===== config.mk =====
export PLATFORM = sky130hd
export DESIGN_NAME = audio_track_sequencer
export DESIGN_NICKNAME = d
export VERILOG_FILES = /design/src/rtl/audio_track_sequencer.sv
export SDC_FILE = /design/constraint.sdc
export NUM_CORES = 1
export LEC_CHECK = 0
export CAP_MARGIN = 20
export CELL_PAD_IN_SITES_DETAIL_PLACEMENT = 0
export CELL_PAD_IN_SITES_GLOBAL_PLACEMENT = 1
export CORE_MARGIN = 2
export CORE_UTILIZATION = 34
export CTS_CLUSTER_SIZE = 14
export DETAILED_ROUTE_END_ITERATION = 12
export GPL_ROUTABILITY_DRIVEN = 0
export PLACE_DENSITY_LB_ADDON = 0.1
export SETUP_SLACK_MARGIN = 0.05
export SYNTH_ARGS = -nofsm -noshare
export SYNTH_HDL_FRONTEND = slang
export SYNTH_SLANG_ARGS = --single-unit
export TNS_END_PERCENT = 30

===== constraint.sdc =====
create_clock -name clk -period 5.5 [get_ports clk]
set_input_delay 1.1 -clock clk [delete_from_list [all_inputs] [get_ports clk]]
set_output_delay 1.1 -clock clk [all_outputs]
set_load 0.01 [all_outputs]

===== src/rtl/audio_track_sequencer.sv =====
// Multi-track audio sequencer: one looping background track plus priority-arbitrated
// effect tracks, sharing one sample store with a fixed one-cycle read latency.
module audio_track_sequencer #(
    parameter int NUM_TRACKS = 5,
    parameter int DATA_W     = 16,
    parameter int ADDR_W     = 18,
    parameter int BG_TRACK   = 0,
    parameter int TRK_W      = 4
) (
    input  logic                         clk,
    input  logic                         reset,
    input  logic                         sample_tick,
    input  logic                         bg_en,
    input  logic [NUM_TRACKS-1:0]        trig,
    input  logic                         stop,
    input  logic                         mute,
    input  logic [NUM_TRACKS*ADDR_W-1:0] trk_depth,
    input  logic [NUM_TRACKS-1:0]        trk_loop,
    output logic [TRK_W-1:0]             rom_track,
    output logic [ADDR_W-1:0]            rom_addr,
    input  logic [DATA_W-1:0]            rom_data,
    output logic [DATA_W-1:0]            sample,
    output logic                         sample_valid,
    output logic [TRK_W-1:0]             cur_track,
    output logic                         busy,
    output logic                         fx_done
);

    typedef enum logic [1:0] {IDLE, PLAY_BG, PLAY_FX} state_t;

    localparam logic [TRK_W-1:0] BG_IDX = TRK_W'(BG_TRACK);

    state_t            state, state_nxt;
    logic [ADDR_W-1:0] addr_nxt, saved_bg_addr, saved_nxt;
    logic [TRK_W-1:0]  trk_nxt;
    logic              fx_done_nxt;
    logic [ADDR_W-1:0] depth [NUM_TRACKS];
    logic [ADDR_W-1:0] depth_cur;
    logic              win_vld, trig_ok, bg_ok, at_end, cur_loop;
    logic [TRK_W-1:0]  win_idx;
    logic              tick_d, play_d;
    logic [DATA_W-1:0] sample_q, sample_live;

    // Ascending scan so the highest qualifying index overwrites lower ones.
    always_comb begin
        win_vld = 1'b0;
        win_idx = BG_IDX;
        for (int i = 0; i < NUM_TRACKS; i++) begin
            depth[i] = trk_depth[i*ADDR_W +: ADDR_W];
            if (i != BG_TRACK && trig[i] && depth[i] != '0) begin
                win_vld = 1'b1;
                win_idx = TRK_W'(i);
            end
        end
    end

    assign depth_cur = depth[rom_track];
    assign cur_loop  = trk_loop[rom_track];
    // >= rather than == so a depth shrunk below the current address ends the track.
    assign at_end    = rom_addr >= (depth_cur - 1'b1);
    assign trig_ok   = win_vld && (state != PLAY_FX || win_idx >= rom_track);
    assign bg_ok     = bg_en && depth[BG_TRACK] != '0;

    always_comb begin
        state_nxt   = state;
        addr_nxt    = rom_addr;
        trk_nxt     = rom_track;
        saved_nxt   = saved_bg_addr;
        fx_done_nxt = 1'b0;
        case (state)
            IDLE: begin
                if (trig_ok) begin
                    state_nxt = PLAY_FX;
                    trk_nxt   = win_idx;
                    addr_nxt  = '0;
                end else if (bg_ok) begin
                    state_nxt = PLAY_BG;
                    trk_nxt   = BG_IDX;
                    addr_nxt  = '0;
                end
            end
            PLAY_BG: begin
                if (trig_ok) begin
                    state_nxt = PLAY_FX;
                    saved_nxt = rom_addr;
                    trk_nxt   = win_idx;
                    addr_nxt  = '0;
                end else if (!bg_en) begin
                    state_nxt = IDLE;
                    saved_nxt = '0;
                    trk_nxt   = BG_IDX;
                    addr_nxt  = '0;
                end else if (sample_tick) begin
                    addr_nxt = at_end ? '0 : rom_addr + 1'b1;
                end
            end
            PLAY_FX: begin
                if (trig_ok) begin
                    trk_nxt  = win_idx;
                    addr_nxt = '0;
                end else if (stop || (sample_tick && at_end && !cur_loop)) begin
                    fx_done_nxt = !stop;
                    trk_nxt     = BG_IDX;
                    if (bg_ok) begin
                        state_nxt = PLAY_BG;
                        addr_nxt  = saved_bg_addr;
                    end else begin
                        state_nxt = IDLE;
                        addr_nxt  = '0;
                    end
                end else if (sample_tick) begin
                    addr_nxt = at_end ? '0 : rom_addr + 1'b1;
                end
            end
            default: begin
                state_nxt = IDLE;
                trk_nxt   = BG_IDX;
                addr_nxt  = '0;
            end
        endcase
    end

    always_ff @(posedge clk or posedge reset) begin
        if (reset) begin
            state         <= IDLE;
            rom_addr      <= '0;
            rom_track     <= BG_IDX;
            saved_bg_addr <= '0;
            fx_done       <= 1'b0;
        end else begin
            state         <= state_nxt;
            rom_addr      <= addr_nxt;
            rom_track     <= trk_nxt;
            saved_bg_addr <= saved_nxt;
            fx_done       <= fx_done_nxt;
        end
    end

    // Store returns data the cycle after a tick; emit it live then hold it.
    always_ff @(posedge clk or posedge reset) begin
        if (reset) begin
            tick_d   <= 1'b0;
            play_d   <= 1'b0;
            sample_q <= '0;
        end else begin
            tick_d <= sample_tick;
            play_d <= state != IDLE;
            if (tick_d) sample_q <= sample_live;
        end
    end

    assign sample_live  = (mute || !play_d) ? '0 : rom_data;
    assign sample       = tick_d ? sample_live : sample_q;
    assign sample_valid = tick_d;
    assign cur_track    = rom_track;
    assign busy         = state != IDLE;

endmodule

# Yosys cells after proc, flatten, opt, wreduce, memory -nomap -nowiden
# Cells that the tools add are included.
# word_totals
reg_bits	61
input_bits	122
# classes
n_addsub	2
order_cmp	4
eq_ne	9
muxes	45
n_bitwise	1
n_reduce_logical	24
# ops
op	n
two-way mux 18 bit	13
nonzero test 18 bit	5
binary-select mux 18 bit (select 3 bit)	1
case mux 18 bit (3 select lines)	1
two-way mux 16 bit	2
two-way mux 4 bit	7
adder 18 x 1 -> 18 bit (second input constant)	1
>= comparator 18 bit	1
subtractor 18 x 1 -> 18 bit (second input constant)	1
two-way mux 2 bit	8
case mux 4 bit (3 select lines)	1
two-way mux 1 bit	10
!= test 3 bit (second input constant)	3
logical AND 1 bit	8
!= test 2 bit (second input constant)	3
case mux 2 bit (3 select lines)	1
>= comparator 5 x 4 -> 1 bit (second input constant)	1
NOT 4 -> 5 bit	1
>= comparator 4 bit	1
< comparator 4 bit (second input constant)	1
AND reduction 4 bit	1
binary-select mux 1 bit (select 3 bit)	1
logical NOT 1 bit	3
logical OR 1 bit	3
7 further kinds	7

# Longest topological paths before layout
# logic_depth
word_depth	12
depth_mapped	20
mapped_depth_nobuf	16

# Worst setup path after synthesis
# Ideal clock, no wire load.
# synth_path
kind	input to register
startpoint	input trk_depth[18]
endpoint	register rom_addr[0]
setup_ns	0.128
t_arrival_ns	4.813
t_required_ns	5.372
path_slack_ns	0.559
cell_stages	17
path_cell_list	mux4_1 -> a22oi_1 -> ha_1 -> nand2_1 -> nor3_1 -> nand4_1 -> nor2_1 -> xor2_1 -> ha_1 -> nand4_1 -> nor4_1 -> and2_1 -> a221o_1 -> a211oi_2 -> buf_2 -> a31oi_1 -> o22ai_1
# synth_between
elab_chain_cells	11
word_cells_on_any_way	30
classes_between	add/sub (1); order compare (2); eq/ne (1); mux (19); reduce/logical (7)
# synth_rtl
item	line_no	text
from (decl)	17	input logic [NUM_TRACKS*ADDR_W-1:0] trk_depth,
binary-select mux 18 bit (select 3 bit) or nonzero test 18 bit (tied branches)	57, 50	
two-way mux 18 bit (not written as such) or logical AND 1 bit (tied branches)	57, 50	
two-way mux 18 bit (not written as such) or two-way mux 1 bit (tied branches)	57, 50	
subtractor 18 x 1 -> 18 bit or two-way mux 2 bit (tied branches)	60, 50	
>= comparator 18 bit or two-way mux 2 bit (tied branches)	60, 50	
logical AND 1 bit or two-way mux 4 bit (tied branches)	101, 50	
logical AND 1 bit or >= comparator 4 bit (tied branches)	101, 61	
logical OR 1 bit (on tied branches)	101, 61	
two-way mux 18 bit or logical AND 1 bit (tied branches)	101, 61	
two-way mux 18 bit (on tied branches)	98, 72, 83	
case mux 18 bit (3 select lines)	70	case (state)
to (signal assigned)	132	rom_addr <= addr_nxt;
to (decl)	20	output logic [ADDR_W-1:0] rom_addr,
# Parallel ways exist; a longest one is shown, timed or not. The select of a mux whose other input is x is not followed.
# A chain may end at the register's enable or synchronous reset.

# Worst setup path after layout
# layout_path
startpoint	input trk_depth[60]
endpoint	register rom_addr[0]
# layout_between
elab_chain_cells	11
word_cells_on_any_way	26
classes_between	add/sub (1); order compare (2); eq/ne (1); mux (15); reduce/logical (7)
# layout_rtl
item	line_no	text
binary-select mux 18 bit (select 3 bit)	57	assign depth_cur = depth[rom_track];
two-way mux 18 bit (not written as such) (2 in a row)	57	
subtractor 18 x 1 -> 18 bit	60	assign at_end = rom_addr >= (depth_cur - 1'b1);
>= comparator 18 bit	60	
logical AND 1 bit (2 in a row)	101	end else if (stop || (sample_tick && at_end && !cur_loop)) begin
logical OR 1 bit	101	
two-way mux 18 bit	101	
two-way mux 18 bit	98	if (trig_ok) begin
case mux 18 bit (3 select lines)	70	
# Parallel ways exist; a longest one is shown, timed or not. The select of a mux whose other input is x is not followed.

==> run_results.csv <==
group,metric,value,unit
synth,synth_compound_area_share,22.8,%
global_routing,gr-total-overflow,0,
flow_run,maxCapViolCount,0,
place,dp_hpwl,12800,µm
place,port_buffers,163,
place,place_ws,-85.1,ps
drt,via_count,4929,
clock_tree,clk_pin_slew,60,ps
finish,final_util,51.0,%
clock_tree,cts.sinks,60,
sta,timing.fmax,195,MHz
synth,synthSimpleGateAreaFrac,18.8,%
sta,grt_setup_unrepaired,"false",
synth,synthAdderAreaFrac,6.94,%
sta,maxSlewHeadroom,30.6,%
floorplan,start_util,34.9,%
drt,ant_nets,0,
floorplan,rows,43,
synth,ys_seq_area_share,30.9,%
critical_path,worstSetupPathType,"primary input to flip-flop",
sta,worstMarginPinSlew,1040,ps
sta,postLayoutSetupSlackWorst,369,ps
synth,synth_top_area_share,30.9,%
critical_path,critPathArrivalTime,5370,ps
drt,drt_iter0_markers,271,
clock_tree,root_buffer,"clkbuf_16",
critical_path,startpoint_type,"primary input",
sta,hold_viol_final,0,
synth,yosys_most_used_dff,"dfrtp_1",
sta,setup_viol,0,
finish,final_nets,847,
clock_tree,clk-insertion-delay-late,330,ps
global_routing,grt_util_all_layers,21.8,%
drt,drc,0,
clock_tree,htreeDepth,3,
global_routing,grt_max_degree,61,
synth,synth_edf_count,0,
synth,synthMuxAreaShare,9.59,%
finish,area_growth,46.1,%
synth,synth-seq-cells,60,
sta,slew_violations,0,
drt,dr.pass1.iters,5,
critical_path,end_kind,"flip-flop",
critical_path,crit_fanout,13,
clock_tree,cts_max_path_buffers,2,
synth,synthTopCellsByArea,"dfrtp_1, ha_1, mux4_2",
clock_tree,cts-hold-fix-buffers,0,
finish,num_antenna_cells,0,
floorplan,fp.dieW,124,µm
global_routing,antenna_found_initial,0,
floorplan,dieArea,15300,µm²
pwr,ir_drop,0.124,mV
sta,finalCriticalPeriod,5130,ps
synth,async_flop_share,100,%
pwr,power_density,314,nW/µm²
drt,viasPerCell,5.58,
global_routing,grt_pass1_vias,4865,
synth,synth_warnings,0,
critical_path,cp.required,5740,ps
synth,avgSynthCellArea,9.28,µm²
synth,synthXorXnorAreaFrac,4.86,%
synth,netlist-cell-type-count,71,
worst_hold_path,hp-class,"flip-flop to flip-flop",
clock_tree,cts_made_buffers,9,
pwr,p_leak,2.86,nW
status,outcome,"finished clean",
synth,synth_top_family_by_area,"compound AO/OA/AOI/OAI gates",
floorplan,core,13900,µm²
floorplan,ios,167,
synth,synthesis.area,4860,µm²
global_routing,grt_pass1_wl,25600,µm
sta,skew,8.08,ps
sta,fin_crit_sh,93.3,%
synth,synth_largest_area_cell,"dfrtp_1",
clock_tree,cts_tree,"built",
drt,wirelength,16200,µm
drt,wl_per_cell,18.4,µm
floorplan,fp.dieH,124,µm
finish,drive_gt1_share,10.5,%
synth,synth_cells,524,
[metrics by stage]
step                hold slack, ps  power (mW)  instance area, µm²  TNS [ps]  instances
floorplan                      464        1.25                4870         0        525
global placement               489        1.65                6800         0        866
detailed placement             492        1.68                6800      -181        866
CTS                            509        2.23                7080         0        882
global route                   516        2.38                7110         0        883
finish                         506        2.23                7110         0        883
[cell usage after synthesis (all sizes together), types with 2 or more instances]
| library cell | number |
|---|---|
| o21ai | 38 |
| nor3b | 2 |
| nand2b | 3 |
| a31oi | 4 |
| mux2i | 2 |
| o211ai | 4 |
| a22oi | 27 |
| o21bai | 2 |
| nand3 | 18 |
| a2111o | 2 |
| and2 | 6 |
| nor4 | 20 |
| or2 | 3 |
| o22ai | 5 |
| and3 | 3 |
| a32oi | 10 |
| nor3 | 6 |
| and4 | 2 |
| nand4 | 10 |
| a22o | 21 |
| xnor2 | 12 |
| dfrtp | 60 |
| o41ai | 4 |
| inv | 34 |
| nor2 | 28 |
| a21oi | 15 |
| xor2 | 15 |
| ha | 27 |
| or3 | 3 |
| buf | 19 |
| clkbuf | 11 |
| a211o | 2 |
| a21o | 2 |
| nand2 | 58 |
| nor2b | 3 |
| or4 | 5 |
| mux4 | 18 |
| a211oi | 4 |
[power breakdown]
| group | total (mW) | switching (mW) | internal [mW] | leakage (nW) |
|---|---|---|---|---|
| Sequential | 0.525 | 0.0466 | 0.479 | 0.819 |
| Combinational | 1.16 | 0.629 | 0.533 | 1.90 |
| Clock | 0.544 | 0.196 | 0.348 | 0.139 |
| Total | 2.23 | 0.871 | 1.36 | 2.86 |
[layout make-up]
cell class              instances  area, µm²
fillers                      1320       6830
multi-input cells             401       3090
inverters                      34        128
well taps                     180        225
repair buffers                192       1870
clock inverters                 5       52.6
clock buffers                  11        233
flip-flops and latches         60       1500
[logic make-up (layout without fill, tap and decap cells)]
family          after synthesis  count (layout)
fa+ha+maj                    27              27
buf+inv                      64             242
other cells                   1               2
xor+xnor                     27              27
compound gates              150             150
flops                        60              60
mux                          21              21
simple gates                174             174
[worst max-delay path, stage by stage]
cell and delay (ps):
clkdlybuf4s50_1 470, mux4_2 540, nor4_2 300, o21ai_2 110, a221oi_4 250, nand4_4 190, nor4_4 320, xor2_1 180
ha_1 270, a21oi_1 140, o21ai_0 110, a21o_1 210, a221o_1 420, a211oi_2 210, buf_4 240, a32oi_1 120
o22ai_1 180
[cell usage in the layout (no fill, tap or decap), types with 5 or more instances in the layout]
| cell | n |
|---|---|
| nand3_1 | 18 |
| o22ai_1 | 5 |
| o21ai_1 | 7 |
| o21ai_0 | 29 |
| nor3_1 | 5 |
| nor2_1 | 27 |
| a32oi_1 | 10 |
| nand2_1 | 58 |
| a22o_1 | 21 |
| inv_1 | 33 |
| clkdlybuf4s50_1 | 163 |
| a21oi_1 | 15 |
| xor2_1 | 15 |
| a22oi_1 | 25 |
| and2_1 | 6 |
| buf_4 | 27 |
| clkbuf_16 | 9 |
| dfrtp_1 | 60 |
| xnor2_1 | 12 |
| ha_1 | 27 |
| nand4_1 | 9 |
| mux4_1 | 8 |
| nor4_1 | 16 |
| or4_1 | 5 |
| mux4_2 | 10 |
[final timing paths]
path,cells after the start,startpoint,to,slack [ps]
worst max-delay path,17,trk_depth[60],rom_addr[0],370
min in group asynchronous,3,reset,sample_q[2],1330
worst min-delay path,1,saved_bg_addr[3],saved_bg_addr[3],510
worst min register to register,1,saved_bg_addr[3],saved_bg_addr[3],510
worst max register to register,17,cur_track[0],rom_addr[0],680
max in group asynchronous,3,reset,saved_bg_addr[10],3650
[registers in the layout, summed over array words and instances (netlist names)]
register and count:
rom_addr 18, saved_bg_addr 18, sample_q 16, cur_track 3, state 2, fx_done 1
play_d 1, sample_valid 1
[routing by layer]
metal  global-route usage, %  wire length [µm]  vias up
met2                    37.4              8100      182
met1                    27.1              6850     2388
met3                    4.76              1010       16
met5                       0                 0        -
li1                        -                 -     2343
met4                    7.24               250        0
[what timing repair did]
| action | 4_1_cts | 5_1_grt |
|---|---|---|
| setup buffers | 0 | 1 |
| setup endpoints to repair | 0 | 5 |
| gates resized for setup | 0 | 3 |
Note: power is estimated with default switching activity, not from simulation.
